$ cat config.mk
export PLATFORM = sky130hd
export DESIGN_NAME = vga_timing_delay_line
export DESIGN_NICKNAME = d
export VERILOG_FILES = /design/src/rtl/vga_timing_pkg.sv /design/src/rtl/vga_delay_stage.sv /design/src/rtl/vga_timing_delay_line.sv
export SDC_FILE = /design/constraint.sdc
export NUM_CORES = 1
export LEC_CHECK = 0
export CAP_MARGIN = 20
export CORE_ASPECT_RATIO = 0.9
export CORE_MARGIN = 2
export CORE_UTILIZATION = 45
export CTS_BUF_LIST = sky130_fd_sc_hd__clkbuf_8
export DETAILED_ROUTE_END_ITERATION = 8
export GPL_ROUTABILITY_DRIVEN = 1
export PLACE_DENSITY = 0.73
export SLEW_MARGIN = 20
export SYNTH_ARGS = -nofsm -noshare
export SYNTH_HDL_FRONTEND = slang
export SYNTH_HIERARCHICAL = 1
export SYNTH_SLANG_ARGS = --single-unit
$ cat constraint.sdc
create_clock -name clk -period 0.8 [get_ports clk]
set_input_delay 0.16 -clock clk [delete_from_list [all_inputs] [get_ports clk]]
set_output_delay 0.16 -clock clk [all_outputs]
set_load 0.01 [all_outputs]
$ cat src/rtl/vga_timing_pkg.sv
// Shared types for the VGA timing delay line.
// Field widths and the per-stage timing bundle.
package vga_timing_pkg;

  localparam int HC_W  = 11;
  localparam int VC_W  = 10;
  localparam int POS_W = 12;

  typedef struct packed {
    logic [HC_W-1:0] hcount;
    logic [VC_W-1:0] vcount;
    logic            hsync;
    logic            vsync;
    logic            hblnk;
    logic            vblnk;
  } vga_timing_t;

  typedef struct packed {
    logic [POS_W-1:0] x;
    logic [POS_W-1:0] y;
  } vga_pos_t;

  function automatic int fill_w(input int depth);
    return $clog2(depth + 1);
  endfunction

endpackage

$ cat src/rtl/vga_delay_stage.sv
// One timing pipeline stage: a reset-to-zero vga_timing_t register.
// Ports: clk, rst (sync, active-high), d (stage input), q (stage output).
module vga_delay_stage
  import vga_timing_pkg::*;
(
  input  logic        clk,
  input  logic        rst,
  input  vga_timing_t d,
  output vga_timing_t q
);

  vga_timing_t q_q;
  vga_timing_t q_d;

  always_comb begin
    q_d = d;
    if (rst) begin
      q_d = '0;
    end
  end

  always_ff @(posedge clk) begin
    q_q <= q_d;
  end

  assign q = q_q;

endmodule

$ cat src/rtl/vga_timing_delay_line.sv
// Delays VGA timing by DEPTH clocks; adds primed and frame_tick.
// Ports: clk, rst (sync, active-high), hcount/vcount/hsync/vsync/
//   hblnk/vblnk/xpos/ypos _in -> _out, primed, frame_tick.
// Macro VGA_DELAY_POS_FRAME_LATCH_EN: latch xpos/ypos once per frame
//   on frame_tick instead of delaying them through the pipeline.
module vga_timing_delay_line #(
  parameter int DEPTH = 3,
  parameter int HC_W  = 11,
  parameter int VC_W  = 10,
  parameter int POS_W = 12
) (
  input  logic             clk,
  input  logic             rst,
  input  logic [HC_W-1:0]  hcount_in,
  input  logic [VC_W-1:0]  vcount_in,
  input  logic             hsync_in,
  input  logic             vsync_in,
  input  logic             hblnk_in,
  input  logic             vblnk_in,
  input  logic [POS_W-1:0] xpos_in,
  input  logic [POS_W-1:0] ypos_in,
  output logic [HC_W-1:0]  hcount_out,
  output logic [VC_W-1:0]  vcount_out,
  output logic             hsync_out,
  output logic             vsync_out,
  output logic             hblnk_out,
  output logic             vblnk_out,
  output logic [POS_W-1:0] xpos_out,
  output logic [POS_W-1:0] ypos_out,
  output logic             primed,
  output logic             frame_tick
);

  import vga_timing_pkg::*;

  localparam int CNT_W = fill_w(DEPTH);
  localparam logic [CNT_W-1:0] FULL = CNT_W'(DEPTH);

  vga_timing_t in_s;
  vga_timing_t out_s;
  vga_timing_t stage_q [DEPTH];

  logic [CNT_W-1:0] cnt_q;
  logic [CNT_W-1:0] cnt_d;
  logic             primed_q;
  logic             primed_d;
  logic             tick_q;
  logic             tick_d;
  logic             v_next;

  always_comb begin
    in_s        = '0;
    in_s.hcount = hcount_in;
    in_s.vcount = vcount_in;
    in_s.hsync  = hsync_in;
    in_s.vsync  = vsync_in;
    in_s.hblnk  = hblnk_in;
    in_s.vblnk  = vblnk_in;
  end

  for (genvar k = 0; k < DEPTH; k++) begin : g_stage
    if (k == 0) begin : g_first
      vga_delay_stage u_stage (
        .clk (clk),
        .rst (rst),
        .d   (in_s),
        .q   (stage_q[k])
      );
    end else begin : g_rest
      vga_delay_stage u_stage (
        .clk (clk),
        .rst (rst),
        .d   (stage_q[k-1]),
        .q   (stage_q[k])
      );
    end
  end

  assign out_s = stage_q[DEPTH-1];

  // vblnk about to be loaded into the output stage
  if (DEPTH == 1) begin : g_vnext_in
    assign v_next = vblnk_in;
  end else begin : g_vnext_stage
    assign v_next = stage_q[DEPTH-2].vblnk;
  end

  // Fill counter saturates at DEPTH; primed follows it and sticks.
  always_comb begin
    cnt_d    = cnt_q;
    primed_d = primed_q;
    if (rst) begin
      cnt_d    = '0;
      primed_d = 1'b0;
    end else begin
      if (cnt_q != FULL) begin
        cnt_d = cnt_q + 1'b1;
      end
      primed_d = primed_q | (cnt_d == FULL);
    end
  end

  // Rising edge of vblnk_out, gated by the next primed value.
  always_comb begin
    tick_d = 1'b0;
    if (!rst) begin
      tick_d = v_next & ~out_s.vblnk & primed_d;
    end
  end

  always_ff @(posedge clk) begin
    cnt_q    <= cnt_d;
    primed_q <= primed_d;
    tick_q   <= tick_d;
  end

  assign hcount_out = out_s.hcount;
  assign vcount_out = out_s.vcount;
  assign hsync_out  = out_s.hsync;
  assign vsync_out  = out_s.vsync;
  assign hblnk_out  = out_s.hblnk;
  assign vblnk_out  = out_s.vblnk;
  assign primed     = primed_q;
  assign frame_tick = tick_q;

`ifdef VGA_DELAY_POS_FRAME_LATCH_EN

  // Positions tracked continuously in reset so a valid value
  // exists before the first frame; held for the whole frame after.
  vga_pos_t pos_q;
  vga_pos_t pos_d;

  always_comb begin
    pos_d = pos_q;
    if (rst || tick_d) begin
      pos_d.x = xpos_in;
      pos_d.y = ypos_in;
    end
  end

  always_ff @(posedge clk) begin
    pos_q <= pos_d;
  end

  assign xpos_out = pos_q.x;
  assign ypos_out = pos_q.y;

`else

  vga_pos_t pos_q [DEPTH];
  vga_pos_t pos_d [DEPTH];

  always_comb begin
    for (int k = 0; k < DEPTH; k++) begin
      pos_d[k] = '0;
      if (!rst) begin
        if (k == 0) begin
          pos_d[k].x = xpos_in;
          pos_d[k].y = ypos_in;
        end else begin
          pos_d[k] = pos_q[k-1];
        end
      end
    end
  end

  always_ff @(posedge clk) begin
    for (int k = 0; k < DEPTH; k++) begin
      pos_q[k] <= pos_d[k];
    end
  end

  assign xpos_out = pos_q[DEPTH-1].x;
  assign ypos_out = pos_q[DEPTH-1].y;

`endif

endmodule

Word level (Yosys, flattened, before mapping)
Memory sizes are Yosys's and may differ from the RTL's.
Cells that the tools add are included.

cells by class
  $add $sub $neg = 1
  equal/unequal tests = 2
  mux-type cells = 6
  bitwise logic cells = 4

operators by type and width
  kind                   number
  $mux W24               3
  $mux W2                2
  $add A2 B1 Y2 const B  1
  $and A1 B1 Y1          2
  $eq A2 B2 Y1 const B   1
  $ne A2 B2 Y1 const B   1
  $mux W1                1
  $not A1 Y1             1
  $or A1 B1 Y1           1

storage, ports and cells
  bits in writable memories = 72
  word-level logic and storage cells = 35
  memories kept = 1
  bits in registers = 79
  input port bits = 51
  output and inout bits = 51

memories
  memory  words  width  read ports  clocked after Yosys merged registers in  wr ports  RTL line                      source
  pos_q   3      24     3           0                                        3         vga_timing_delay_line.sv:150  vga_pos_t pos_q [DEPTH];

Logic depth before layout (Yosys ltp)
Gate-level depths: netlist (run 1).

  depth after elaboration = 7
  gate-level depth with buffers = 3
  mapped depth without buffers = 2

Hierarchy
The synthesis (run 1) kept the hierarchy.

modules (own cells, without submodules)
  module                 times used  seq. area each (um2)  area each (um2)  cells each
  vga_timing_delay_line  1           1521.5                2240.9           187
  vga_delay_stage        3           500.5                 673.1            52

Worst setup path before layout (run 1)
OpenSTA, ideal clock, no wires.

  path type = reg2reg
  from = register primed_q, in the netlist primed
  to = register tick_q, in the netlist frame_tick
  slack = 0.111 ns
  setup time = 0.087 ns
  buffers on the path = 0
  period minus slack after synthesis = 0.689 ns
  stages on the path, launching flop included = 3
  data arrival time = 0.602 ns
  data required time = 0.713 ns
  path through = dfxtp_1 -> nor2_1 -> nor4b_2

on the way
  word-level cells in the longest chain between the ends = 3

RTL lines
  element                 RTL line                      source
  from (decl)             vga_timing_delay_line.sv:45   logic primed_q;
  from (signal assigned)  vga_timing_delay_line.sv:113  primed_q <= primed_d;
  $or A1 B1 Y1            vga_timing_delay_line.sv:99   primed_d = primed_q | (cnt_d == FULL);
  $mux W1                 vga_timing_delay_line.sv:92   if (rst) begin
  $and A1 B1 Y1           vga_timing_delay_line.sv:107  tick_d = v_next & ~out_s.vblnk & primed_d;
  to (signal assigned)    vga_timing_delay_line.sv:114  tick_q <= tick_d;
  to (decl)               vga_timing_delay_line.sv:47   logic tick_q;

Every way passes these cells.
A chain may end at the register's enable or synchronous reset.

==> results of run 1 <==
-- layout make-up --
cell class | instances | area (um2) | share of cell area
Clock buffer | 17 | 234 | 0.0423
Clock inverter | 15 | 178 | 0.0321
Sequential cell | 151 | 3040 | 0.550
Tap cell | 122 | 153 | 0.0276
Inverter | 1 | 3.75 | 0.000679
Timing Repair Buffer | 111 | 960 | 0.174
Multi-Input combinational cell | 153 | 958 | 0.173
-- layout by cell type, fill, tap and decap left out, drive strengths merged --
cell type / count
clkinv: 2
and2b: 3
clkbuf: 17
nor2: 4
a21oi: 1
dfxtp: 151
inv: 12
bufinv: 2
clkdlybuf4s50: 49
buf: 62
nor2b: 144
nor4b: 1
-- layer usage --
layer  vias up  part of all wire
li1       1194                 -
met1       994              0.43
met2        57              0.51
met3         6             0.052
met4         0             0.014
met5         -                 0
-- power by group through the flow --
stage               logic (mW)  clock network [mW]  registers, mW
CTS                      0.751                6.08           7.89
detailed placement       0.798                   0           8.06
global route             0.822                6.45           7.92
floorplan                0.379                   0           8.06
global placement         0.784                   0           8.05
finish                   0.748                5.90           7.89
-- per-stage QoR --
| stage | TNS, ns | hold slack, ns |
|---|---|---|
| after detailed placement | -11.24 | 0.420 |
| after global placement | -9.96 | 0.415 |
| after CTS | -12.28 | 0.0296 |
| final | -10.60 | 0.0460 |
| after floorplan | 0 | 0.232 |
| after global routing | -13.60 | 0.0308 |
-- cells by family after synthesis --
kind of cell | Yosys count | share of synthesized area
simple gates | 152 | 0.224
flops | 151 | 0.710
compound gates | 1 | 0.00117
buf+inv | 39 | 0.0655
-- worst min path at each step --
| stage | from | end | slack (ns) | cells past startpoint |
|---|---|---|---|---|
| 5_1_grt | rst | g_stage[1].g_rest.u_stage/q[21] | 0.03 | 2 |
| 2_1_floorplan | rst | g_stage[0].g_first.u_stage/q[0] | 0.23 | 1 |
| 6_report | rst | g_stage[1].g_rest.u_stage/q[21] | 0.05 | 2 |
| 3_5_place_dp | pos_q[0][5] | pos_q[0][29] | 0.42 | 1 |
| 4_1_cts | rst | g_stage[1].g_rest.u_stage/q[21] | 0.03 | 2 |
| 3_3_place_gp | pos_q[0][3] | pos_q[0][27] | 0.42 | 1 |
-- what timing repair did --
| item | in CTS | in global routing |
|---|---|---|
| endpoints found under the hold margin | 0 | 0 |
| endpoints found under the setup margin | 51 | 52 |
| resized for setup | 218 | 20 |
| pin swaps | 0 | 0 |
-- state kept, by name, summed over array words and instances (netlist names) --
| signal | count |
|---|---|
| g_stage.g_first.u_stage/q | 25 |
| pos_q | 72 |
| frame_tick | 1 |
| g_stage.g_rest.u_stage/q | 50 |
| primed | 1 |
| cnt_q | 2 |
==> impl_metrics.py, run 1 <==
metrics = {
    "run_status": {
        "status": "finished with violations",
        "violations": "setup timing",
    },
    "synthesis": {
        "synthTopCellsByArea": "dfxtp_1 (71%), nor2b_1 (21%), buf_4 (6.0%), and2b_1 (0.53%), buf_2 (0.47%)",
        "synthTopCellsByCount": "dfxtp_1 (151), nor2b_1 (144), buf_4 (34)",
        "postSynth.asyncResetShare": 0,
        "synth_area_um2": 4260,
        "synthDistinctLibCells": 9,
        "avgSynthCellArea_um2": 12.4,
        "synth_nets": 394,
        "ys_ff_latch": 151,
        "yosys_warnings": 6,
        "seq_area_frac_synth": 0.710,
        "synth-edff-count": 0,
        "syn_inst": 343,
        "synth_top_area_frac": 0.710,
        "yosys.area.top_type": "dfxtp_1",
        "yosysMostFrequentCell": "dfxtp_1",
        "synthFlopType": "dfxtp_1",
    },
    "placed_design": {
        "placed_cells": 538,
        "dpl_cell_area_um2": 5250,
        "hpwl_um": 3930,
        "post-place-ws_ns": -0.216,
        "io_buffers": 101,
        "gp_congestion": 0.680,
    },
    "timing": {
        "drv_slew": 0,
        "fmax_mhz": 978,
        "fin_crit_sh": 1.28,
        "finalSetupViolations": 51,
        "max-slew-margin-rel": 0.867,
        "finClkSkew_ns": 0.00981,
        "finalWorstSetupSlack_ns": -0.223,
        "report.final.hold_viol_count": 0,
        "tightest_slew_ns": 0.199,
        "min_period_ns": 1.02,
        "rsz0062_at_grt": "true",
    },
    "worst_setup_path": {
        "crit_fanout": 1,
        "path_depth": 1,
        "path_cells": "buf_6",
        "arrival_ns": 0.86,
        "cp_slowest_cell": "dfxtp_2",
        "worst_path_largest_cell_delay_ns": 0.33,
        "endpoint": "xpos_out[5]",
        "r2r_start": "g_stage[2].g_rest.u_stage/q[0]",
        "worstSetupStartpointType": "register",
        "crit_family": "flip-flops",
        "worstSetupStartpoint": "pos_q[0][65]",
        "cp_num_buf_inv": 1,
        "worstReg2RegEnd": "frame_tick",
        "reg2reg_depth": 2,
        "end_kind": "output port",
        "crit_required_ns": 0.64,
        "path_class": "reg -> out",
        "rrSetupSlack_ns": 0.02,
    },
    "global_routing": {
        "grt_max_degree": 53,
        "grtUsageMet3": 0.0447,
        "grtUsageMet2": 0.204,
        "grt_usage": 0.120,
        "top_usage_layer": "met2",
        "grt_pass1_wl_um": 9210,
        "antenna_found_initial": 0,
        "grt_pass1_vias": 2079,
        "grt_overflow": 0,
        "met1_usage": 0.130,
    },
    "pwr": {
        "powerDensity_nw_per_um2": 2630,
        "p_leak_nw": 2.36,
        "combinationalPowerShare": 0.051,
        "switching_share": 0.228,
        "seq_power_share": 0.543,
        "p_clk_frac": 0.406,
        "p_sw_mw": 3.31,
        "power.internal_mw": 11.2,
        "ir_drop_mv": 1.90,
        "p_total_mw": 14.5,
    },
    "clock_network": {
        "postCtsSetupBuffers": 0,
        "hold_buffers": 0,
        "cts_made_buffers": 17,
        "clock_sinks": 151,
        "root_buffer": "clkbuf_8",
        "htreeDepth": 4,
        "cts_tree": "done",
        "clk_path_buf_depth": 2,
        "clk_pin_slew_ns": 0.09,
        "clock_latency_ns": 0.42,
    },
    "drt": {
        "vias": 2251,
        "firstDrtPassIters": 4,
        "drt_iter0_markers": 7,
        "vias_per_cell": 3.95,
        "wirelength_um": 5870,
        "ant_nets": 0,
        "route.detailed.wl_per_inst_um": 10.3,
        "remaining_drc_errors": 0,
    },
    "worst_hold_path": {
        "hold_class": "in -> reg",
    },
    "cells_and_area": {
        "final_cell_count_no_fill": 570,
        "stdcell_area_um2": 5530,
        "antenna_cells": 0,
        "fin_nets": 486,
        "syn_to_final_growth_pct": 29.8,
        "fillers": 779,
        "final_core_util": 0.603,
        "drive_above_1_share": 0.250,
    },
    "floorplanning": {
        "rows": 33,
        "core-area_um2": 9170,
        "die_x_um": 107,
        "initial_core_util": 0.465,
        "fp.dieH_um": 96.3,
        "pin_count": 102,
        "die_area_um2": 10300,
    },
    "run": {
        "maxCapViolCount": 0,
    },
}
(Power assumes the default switching activity.)
==> run 2, diff against run 1 <==
--- a/config.mk
+++ b/config.mk
@@ -10,6 +10,7 @@
 export CORE_MARGIN = 2
 export CORE_UTILIZATION = 45
 export CTS_BUF_LIST = sky130_fd_sc_hd__clkbuf_8
+export CTS_CLUSTER_SIZE = 16
 export DETAILED_ROUTE_END_ITERATION = 8
 export GPL_ROUTABILITY_DRIVEN = 1
 export PLACE_DENSITY = 0.73
==> results of run 2 <==
No change in the layout: final DEF, timing and power equal those of run 1.
==> run 3, diff against run 2 <==
--- a/config.mk
+++ b/config.mk
@@ -9,7 +9,7 @@
 export CORE_ASPECT_RATIO = 0.9
 export CORE_MARGIN = 2
 export CORE_UTILIZATION = 45
-export CTS_BUF_LIST = sky130_fd_sc_hd__clkbuf_8
+export CTS_BUF_LIST = sky130_fd_sc_hd__clkbuf_4 sky130_fd_sc_hd__clkbuf_8 sky130_fd_sc_hd__clkbuf_16
 export CTS_CLUSTER_SIZE = 16
 export DETAILED_ROUTE_END_ITERATION = 8
 export GPL_ROUTABILITY_DRIVEN = 1
==> run 3 against run 2 <==
  * The flow still finishes with violations (setup timing)
  * Die area unchanged
  * Wire length increased by 0.84%
  * Fmax decreased by 6.9%
  * Design area increased by 3.4%
  * Combinational power increased by 0.7%
  * Register-to-register slack about the same
  * Count of clock-buffer cells in the layout unchanged
  * Setup slack got worse by 0.076 ns
  * Via count increased by 0.58%
  * Cell count increased by 0.18%
==> impl_metrics.py, run 3 (synthesis results as in run 1) <==
metrics = {
    "run_status": {
        "status": "finished with violations",
        "violations": "setup timing",
    },
    "placed_design": {
        "hpwl_um": 3930,
        "post-place-ws_ns": -0.216,
        "io_buffers": 101,
        "gp_congestion": 0.680,
        "dpl_cell_area_um2": 5250,
    },
    "global_routing": {
        "antenna_found_initial": 0,
        "grt_max_degree": 53,
        "grt_pass1_wl_um": 9280,
        "top_usage_layer": "met2",
        "grtUsageMet3": 0.0345,
        "grt_usage": 0.119,
        "grt_overflow": 0,
        "met1_usage": 0.128,
        "grtUsageMet2": 0.207,
        "grt_pass1_vias": 2115,
    },
    "cells_and_area": {
        "antenna_cells": 0,
        "final_cell_mix": "nor2b_1 (144), dfxtp_1 (134), clkdlybuf4s50_1 (49), buf_2 (34)",
        "largest_register": "pos_q",
        "stdcell_area_um2": 5720,
        "fillers": 759,
        "fin_nets": 487,
        "final_common_cell": "nor2b_1",
        "drive_above_1_share": 0.249,
        "syn_to_final_growth_pct": 34.3,
        "largest_register_ff_count": 72,
        "final_core_util": 0.624,
    },
    "drt": {
        "vias": 2264,
        "ant_nets": 0,
        "firstDrtPassIters": 4,
        "drt_iter0_markers": 6,
        "wirelength_um": 5920,
        "vias_per_cell": 3.96,
        "remaining_drc_errors": 0,
        "route.detailed.wl_per_inst_um": 10.4,
    },
    "floorplanning": {
        "initial_core_util": 0.465,
        "die_area_um2": 10300,
        "fp.dieH_um": 96.3,
        "die_x_um": 107,
        "pin_count": 102,
        "rows": 33,
        "core-area_um2": 9170,
    },
    "timing": {
        "tightest_slew_ns": 0.269,
        "fmax_mhz": 910,
        "finClkSkew_ns": 0.00750,
        "finalWorstSetupSlack_ns": -0.299,
        "whs_ns": 0.0579,
        "rsz0062_at_grt": "true",
        "drv_slew": 0,
        "finalSetupViolations": 51,
        "max-slew-margin-rel": 0.821,
        "fin_crit_sh": 1.37,
        "min_period_ns": 1.10,
        "finalSetupTns_ns": -14.37,
        "report.final.hold_viol_count": 0,
    },
    "worst_setup_path": {
        "crit_fanout": 1,
        "arrival_ns": 0.94,
        "path_class": "reg -> out",
        "path_cells": "buf_2",
        "cp_num_buf_inv": 1,
        "worstSetupStartpointType": "register",
        "worst_path_largest_cell_delay_ns": 0.31,
        "end_kind": "output port",
        "crit_required_ns": 0.64,
        "cp_slowest_cell": "dfxtp_1",
        "crit_family": "flip-flops",
    },
    "pwr": {
        "p_leak_nw": 2.44,
        "powerDensity_nw_per_um2": 2880,
        "ir_drop_mv": 1.40,
    },
    "run": {
        "maxCapViolCount": 0,
    },
    "clock_network": {
        "clk_pin_slew_ns": 0.06,
        "cts_tree": "done",
        "cts_made_buffers": 17,
        "clk_path_buf_depth": 2,
        "clock_latency_ns": 0.50,
        "root_buffer": "clkbuf_8",
        "htreeDepth": 4,
        "clock_sinks": 151,
    },
    "worst_hold_path": {
        "hold_class": "in -> reg",
    },
}
[run 3: power breakdown]
| part | total (mW) | switching [mW] | internal [mW] |
|---|---|---|---|
| combinational | 0.753 | 0.264 | 0.489 |
| sequential | 7.90 | 0.0700 | 7.83 |
| clock | 7.82 | 3.24 | 4.59 |
[run 3: worst register-to-register path, delay by kind of cell, from the launching register on]
| family | cells | cell delay (ns) |
|---|---|---|
| buffers and inverters | 1 | 0.13 |
| AND/OR/NAND/NOR | 1 | 0.23 |
| flip-flops | 1 | 0.32 |
[run 3: layout make-up]
type,count,area [um2],area share
Clock buffer,17,414,0.0724
Clock inverter,15,178,0.0311
Inverter,1,3.75,0.000656
Multi-Input combinational cell,153,958,0.168
Sequential cell,151,3040,0.532
Tap cell,122,153,0.0267
Timing Repair Buffer,112,970,0.170
[run 3: metal layers]
layer  vias to the layer above  part of all wire
met3                        12             0.043
li1                       1194                 -
met5                         -                 0
met1                      1003              0.43
met4                         0             0.020
met2                        55              0.50
[run 3: what timing repair did]
action | CTS | global route
hold buffers | 1 | 0
buffers inserted | 0 | 0
endpoints found under the hold margin | 2 | 0
gates resized for setup | 217 | 21
setup endpoints to repair | 51 | 52
pin swaps | 0 | 0
[run 3: worst paths after layout]
check	from	to	slack (ns)	cells past startpoint
setup / recovery	pos_q[0][66]	xpos_out[6]	-0.30	1
hold / removal	rst	g_stage[0].g_first.u_stage/q[1]	0.06	2
setup reg to reg	g_stage[2].g_rest.u_stage/q[0]	frame_tick	0.03	2
hold reg to reg	pos_q[0][5]	pos_q[0][29]	0.43	1
[run 3: stage by stage]
step / power (mW) / instances
final: 16.5 / 571
after global routing: 17.1 / 571
after CTS: 16.7 / 571
after detailed placement: 8.86 / 538
after global placement: 8.84 / 538
after floorplan: 8.44 / 343
